`src/rtl/load_store_unit.sv`:
```
// load_store_unit
//   Bridges the MEM pipeline stage and a single-port, word-wide data memory.
//   It takes one load/store request at a time:
//     - loads read one word and return the selected lane, sign- or zero-extended;
//     - SW writes the full word directly;
//     - SB/SH do a read-modify-write, replacing only the target lane;
//     - misaligned or out-of-range requests are flagged without touching memory.
//   Each request produces exactly one resp_valid pulse.
//
// Ports
//   clk, rst_n             rising-edge clock, asynchronous active-low reset
//   req_valid/req_ready    request handshake; req_ready is high only in IDLE
//   req_op                 000 LB, 001 LH, 010 LW, 011 LBU, 100 LHU,
//                          101 SB, 110 SH, 111 SW
//   req_addr, req_wdata    byte address and store data
//   resp_valid             one-cycle response pulse
//   resp_err               error flag, qualified by resp_valid
//   resp_rdata             extended load data; 0 for stores and errors
//   dm_read, dm_write      memory strobes, decoded from the registered state
//   dm_addr                word-aligned address of the current access
//   dm_wdata               full word to write
//   dm_rdata               combinational read data from the memory
module load_store_unit #(
  parameter int unsigned MEM_BYTES   = 4096,
  parameter bit          CHECK_RANGE = 1'b1
) (
  input  logic        clk,
  input  logic        rst_n,
  input  logic        req_valid,
  output logic        req_ready,
  input  logic [2:0]  req_op,
  input  logic [31:0] req_addr,
  input  logic [31:0] req_wdata,
  output logic        resp_valid,
  output logic        resp_err,
  output logic [31:0] resp_rdata,
  output logic        dm_read,
  output logic        dm_write,
  output logic [31:0] dm_addr,
  output logic [31:0] dm_wdata,
  input  logic [31:0] dm_rdata
);

  localparam logic [2:0] OP_LB  = 3'b000;
  localparam logic [2:0] OP_LH  = 3'b001;
  localparam logic [2:0] OP_LW  = 3'b010;
  localparam logic [2:0] OP_LBU = 3'b011;
  localparam logic [2:0] OP_LHU = 3'b100;
  localparam logic [2:0] OP_SB  = 3'b101;
  localparam logic [2:0] OP_SH  = 3'b110;
  localparam logic [2:0] OP_SW  = 3'b111;

  typedef enum logic [2:0] {
    IDLE,
    LOAD,
    RMW_RD,
    WRITE,
    RESP
  } state_t;

  state_t      state;
  logic [2:0]  op_q;
  logic [31:0] addr_q;
  logic [31:0] wdata_q;
  logic [31:0] merge_q;
  logic [31:0] rdata_q;
  logic        err_q;

  // Accept-time error detection on the incoming request
  logic half_op;
  logic word_op;
  logic misaligned;
  logic out_of_range;
  logic req_err;

  always_comb begin
    half_op      = (req_op == OP_LH) || (req_op == OP_LHU) || (req_op == OP_SH);
    word_op      = (req_op == OP_LW) || (req_op == OP_SW);
    misaligned   = (half_op && req_addr[0]) || (word_op && (req_addr[1:0] != 2'b00));
    out_of_range = CHECK_RANGE && (req_addr >= MEM_BYTES);
    req_err      = misaligned || out_of_range;
  end

  // Lane extraction for loads and lane merge for sub-word stores
  logic [7:0]  ld_byte;
  logic [15:0] ld_half;
  logic [31:0] ld_data;
  logic [31:0] merged;

  always_comb begin
    ld_byte = '0;
    case (addr_q[1:0])
      2'd0: ld_byte = dm_rdata[7:0];
      2'd1: ld_byte = dm_rdata[15:8];
      2'd2: ld_byte = dm_rdata[23:16];
      2'd3: ld_byte = dm_rdata[31:24];
      default: ld_byte = '0;
    endcase
    ld_half = addr_q[1] ? dm_rdata[31:16] : dm_rdata[15:0];

    ld_data = '0;
    case (op_q)
      OP_LB:   ld_data = {{24{ld_byte[7]}}, ld_byte};
      OP_LH:   ld_data = {{16{ld_half[15]}}, ld_half};
      OP_LW:   ld_data = dm_rdata;
      OP_LBU:  ld_data = {24'd0, ld_byte};
      OP_LHU:  ld_data = {16'd0, ld_half};
      default: ld_data = '0;
    endcase

    merged = dm_rdata;
    if (op_q == OP_SB) begin
      case (addr_q[1:0])
        2'd0: merged[7:0]   = wdata_q[7:0];
        2'd1: merged[15:8]  = wdata_q[7:0];
        2'd2: merged[23:16] = wdata_q[7:0];
        2'd3: merged[31:24] = wdata_q[7:0];
        default: merged = dm_rdata;
      endcase
    end else if (addr_q[1]) begin
      merged[31:16] = wdata_q[15:0];
    end else begin
      merged[15:0] = wdata_q[15:0];
    end
  end

  always_ff @(posedge clk or negedge rst_n) begin
    if (!rst_n) begin
      state   <= IDLE;
      op_q    <= '0;
      addr_q  <= '0;
      wdata_q <= '0;
      merge_q <= '0;
      rdata_q <= '0;
      err_q   <= 1'b0;
    end else begin
      case (state)
        IDLE: begin
          if (req_valid) begin
            op_q    <= req_op;
            addr_q  <= req_addr;
            wdata_q <= req_wdata;
            rdata_q <= '0;
            err_q   <= req_err;
            if (req_err)                              state <= RESP;
            else if (req_op <= OP_LHU)                state <= LOAD;
            else if (req_op == OP_SW)                 state <= WRITE;
            else                                      state <= RMW_RD;
          end
        end
        LOAD: begin
          rdata_q <= ld_data;
          state   <= RESP;
        end
        RMW_RD: begin
          merge_q <= merged;
          state   <= WRITE;
        end
        WRITE:   state <= RESP;
        RESP:    state <= IDLE;
        default: state <= IDLE;
      endcase
    end
  end

  assign req_ready  = (state == IDLE);
  assign dm_read    = (state == LOAD) || (state == RMW_RD);
  assign dm_write   = (state == WRITE);
  assign dm_addr    = {addr_q[31:2], 2'b00};
  assign dm_wdata   = (state == WRITE) ? ((op_q == OP_SW) ? wdata_q : merge_q) : '0;
  assign resp_valid = (state == RESP);
  assign resp_err   = (state == RESP) && err_q;
  assign resp_rdata = rdata_q;

endmodule

```
`config.mk`:
```
export PLATFORM = sky130hd
export DESIGN_NAME = load_store_unit
export DESIGN_NICKNAME = d
export VERILOG_FILES = /design/src/rtl/load_store_unit.sv
export SDC_FILE = /design/constraint.sdc
export NUM_CORES = 1
export LEC_CHECK = 0
export ABC_AREA = 1
export BUFFER_PORTS_ARGS = -buffer_cell sky130_fd_sc_hd__buf_2
export CAP_MARGIN = 10
export CORE_MARGIN = 1.5
export CORE_UTILIZATION = 59
export CTS_BUF_LIST = sky130_fd_sc_hd__clkbuf_8
export DETAILED_ROUTE_END_ITERATION = 10
export PLACE_DENSITY = 0.88
export RECOVER_POWER = 25
export SYNTH_ARGS = -nofsm -noshare
export SYNTH_HDL_FRONTEND = slang
export SYNTH_SLANG_ARGS = --single-unit
```
`constraint.sdc`:
```
create_clock -name clk -period 3.7 [get_ports clk]
set_input_delay 0.74 -clock clk [delete_from_list [all_inputs] [get_ports clk]]
set_output_delay 0.74 -clock clk [all_outputs]
set_load 0.02 [all_outputs]
```
==> load_flow_metrics.sql <==
INSERT INTO impl_metrics (metric_group, metric, value, unit) VALUES
('cts', 'clock_tree.htree_level_count', '4', ''),
('worst_setup_path', 'critical_path_required', '2.96', 'ns'),
('cells_and_area', 'nets', '1289', ''),
('synthesis', 'post_synth_inst_count', '1055', ''),
('status', 'status', 'complete, but fails checks', ''),
('worst_hold_path', 'hold_path_class', 'in2reg', ''),
('cts', 'clk_transition_reported_paths', '0.08', 'ns'),
('timing', 'fmax', '0.292', 'GHz'),
('job', 'cap_violations', '1', ''),
('power', 'internal_power_consumption', '3480', 'uW'),
('cts', 'cts_buffer_depth', '2', ''),
('power', 'power.share.sequential', '35.6', '%'),
('worst_setup_path', 'worstReg2RegStart', 'addr_q[1]', ''),
('cells_and_area', 'utilization', '70.4', '%'),
('cts', 'postCtsSetupBuffers', '0', ''),
('timing', 'timing_max_transition_violations_final', '57', ''),
('cts', 'clk_root_buffer_cell', 'sky130_fd_sc_hd__clkbuf_8', ''),
('placed_design', 'place.gp.congestion', '0.993', ''),
('worst_setup_path', 'worst_path_dominant_cell_family', 'simple AND/OR/NAND/NOR gates', ''),
('detailed_routing', 'wire_per_inst', '15.3', 'um'),
('detailed_routing', 'final_antenna_net_count', '0', ''),
('cts', 'clock_latency_reported_for_the_late_side_of_the_worst_skew_pair', '0.46', 'ns'),
('worst_setup_path', 'slowest_stage', 'sky130_fd_sc_hd__nand3_2', ''),
('timing', 'finalCritPeriodShare', '92.5', '%'),
('worst_setup_path', 'crit_start', 'op_q[1]', ''),
('cts', 'cts.sink_count', '135', ''),
('worst_setup_path', 'crit_path_start_kind', 'register', ''),
('cts', 'postCtsResizedCells', '0', ''),
('power', 'switchingPower', '2700', 'uW'),
('floorplan', 'ioPinCount', '203', ''),
('cts', 'cts_hold_repair.buffers', '0', ''),
('placed_design', 'hpwlAfterDp', '15100', 'um'),
('worst_setup_path', 'critical_path_arrival', '2.68', 'ns'),
('synthesis', 'synth.yosys.seq_area_share', '44.5', '%'),
('worst_setup_path', 'critical_path_cell_count', '4', ''),
('power', 'p_leak', '0.00488', 'uW'),
('timing', 'tns', '0', 'ns'),
('synthesis', 'synth-edff-count', '0', ''),
('worst_setup_path', 'timing.setup.critical_path_class', 'reg2out', ''),
('cells_and_area', 'n_diodes', '0', ''),
('grt', 'grt_remaining_overflow', '0', ''),
('timing', 'finClkSkew', '0.00981', 'ns'),
('synthesis', 'post-synth-top-count-cell', 'sky130_fd_sc_hd__nand2_1', ''),
('synthesis', 'postSynthAreaPerCell', '7.20', 'sq um'),
('status', 'violated_checks', 'max-capacitance violations, max-slew violations', ''),
('synthesis', 'top_cells_by_area_in_the_synthesized_netlist', 'sky130_fd_sc_hd__dfrtp_1 (45%), sky130_fd_sc_hd__nand2_1 (20%), sky130_fd_sc_hd__o21ai_0 (7.1%), sky130_fd_sc_hd__o211ai_1 (6.5%), sky130_fd_sc_hd__nand3_1 (4.2%)', ''),
('cts', 'tritoncts', 'yes', ''),
('placed_design', 'port_buffer_cells', '200', ''),
('timing', 'finalSetupViolations', '0', ''),
('detailed_routing', 'route.detailed.vias_per_inst', '5.50', ''),
('floorplan', 'std_cell_rows', '41', ''),
('floorplan', 'floorplan.die_area', '13600', 'sq um'),
('worst_setup_path', 'cp_cell_sequence', 'nand3_2 > o21ai_0 > a21oi_1 > buf_2', ''),
('worst_setup_path', 'worst_path_largest_cell_delay', '0.87', 'ns'),
('synthesis', 'synth.top_cell.area_share', '44.5', '%'),
('synthesis', 'synth_top_area_cell', 'sky130_fd_sc_hd__dfrtp_1', ''),
('power', 'swShare', '43.7', '%'),
('grt', 'number_of_antenna_violations_at_the_first_check_in_global_routing', '0', ''),
('grt', 'vias_in_the_first_global_route', '6826', ''),
('timing', 'fin_crit', '3.42', 'ns'),
('worst_hold_path', 'hp-start', 'req_addr[8]', ''),
('power', 'pwr_density_cell', '699', 'nW/um^2'),
('grt', 'grt_first_pass_wirelength', '33100', 'um'),
('grt', 'groute.usage.overall', '32.0', '%'),
('floorplan', 'chipHeight', '116', 'um'),
('worst_setup_path', 'timing.critical_path.to_type', 'primary output', ''),
('synthesis', 'synth-seq-cells', '135', ''),
('timing', 'hold_viol', '0', ''),
('detailed_routing', 'drc_errors', '0', ''),
('floorplan', 'floorplan.core_area', '12600', 'sq um'),
('synthesis', 'ys.flop_type', 'sky130_fd_sc_hd__dfrtp_1', '');
[worst paths after layout]
check,to,slack [ns]
min in group asynchronous,merge_q[3],1.32
worst max register to register,resp_rdata[26],0.86
worst min-delay path,addr_q[8],0.47
max in group asynchronous,merge_q[18],0.84
worst min register to register,addr_q[7],0.47
worst max-delay path,dm_wdata[13],0.28
[power groups by stage]
stage	combinational, uW	clock [uW]	sequential [uW]
floorplan	2220	0	2080
global placement	2470	0	2200
detailed placement	2530	0	2200
CTS	2540	1430	2190
global route	2860	1500	2240
finish	2570	1410	2200
[cell usage in the layout (no fill, tap or decap), types with 2 or more instances in the layout]
| cell type | count |
|---|---|
| sky130_fd_sc_hd__a21oi_1 | 41 |
| sky130_fd_sc_hd__nand3_1 | 63 |
| sky130_fd_sc_hd__nand4_1 | 4 |
| sky130_fd_sc_hd__buf_4 | 11 |
| sky130_fd_sc_hd__a22oi_1 | 8 |
| sky130_fd_sc_hd__o21ai_1 | 9 |
| sky130_fd_sc_hd__buf_2 | 199 |
| sky130_fd_sc_hd__clkinvlp_4 | 3 |
| sky130_fd_sc_hd__clkinv_4 | 3 |
| sky130_fd_sc_hd__clkbuf_8 | 17 |
| sky130_fd_sc_hd__o21ai_0 | 107 |
| sky130_fd_sc_hd__inv_1 | 85 |
| sky130_fd_sc_hd__conb_1 | 2 |
| sky130_fd_sc_hd__dfrtp_1 | 135 |
| sky130_fd_sc_hd__nor2_1 | 23 |
| sky130_fd_sc_hd__nand2_1 | 397 |
| sky130_fd_sc_hd__inv_2 | 6 |
| sky130_fd_sc_hd__bufinv_16 | 5 |
| sky130_fd_sc_hd__o22ai_1 | 3 |
| sky130_fd_sc_hd__inv_6 | 2 |
| sky130_fd_sc_hd__clkinv_2 | 2 |
| sky130_fd_sc_hd__o211ai_1 | 66 |
[area by class of cell]
class	count	area [sq um]
clock buffer	17	234
clock inverter	15	226
fill	1089	3730
inverter	92	345
multi-input combinational	729	3330
sequential	135	3380
tap	172	215
timing repair buffer	212	1110
[routing by layer]
layer	wire, um	vias up	GRT usage, %
li1	-	3660	-
met1	8790	3427	43.1
met2	9070	394	47.6
met3	2250	65	9.03
met4	895	0	16.6
met5	0	-	0
[kinds of logic (layout without fill, tap and decap cells)]
family | after synthesis | count (layout) | synth area share (%)
buffers and inverters | 192 | 336 | 11.8
AND/OR/NAND/NOR | 493 | 493 | 25.8
flip-flops | 135 | 135 | 44.5
other | 1 | 2 | 0.0494
AO/OA/AOI/OAI | 234 | 234 | 17.9
[worst min-delay path: stages]
cell and delay, ns:
sky130_fd_sc_hd__buf_2 0.07, sky130_fd_sc_hd__nand2_1 0.04, sky130_fd_sc_hd__nand2_1 0.04
[per-stage QoR]
step / hold slack [ns] / cells / total power [uW] / instance area [sq um]
after floorplan: 0.444 / 1056 / 4290 / 7590
after global placement: 0.456 / 1340 / 4670 / 8380
after detailed placement: 0.460 / 1340 / 4730 / 8380
after CTS: 0.243 / 1372 / 6160 / 8840
after global routing: 0.450 / 1372 / 6610 / 8840
final: 0.467 / 1372 / 6180 / 8840
[registers in the layout, indices dropped and copies added (netlist names)]
register,cells
addr_q,32
err_q,1
merge_q,32
op_q,3
resp_rdata,32
state,3
wdata_q,32
No activity file was read; power rests on OpenSTA's default activity.
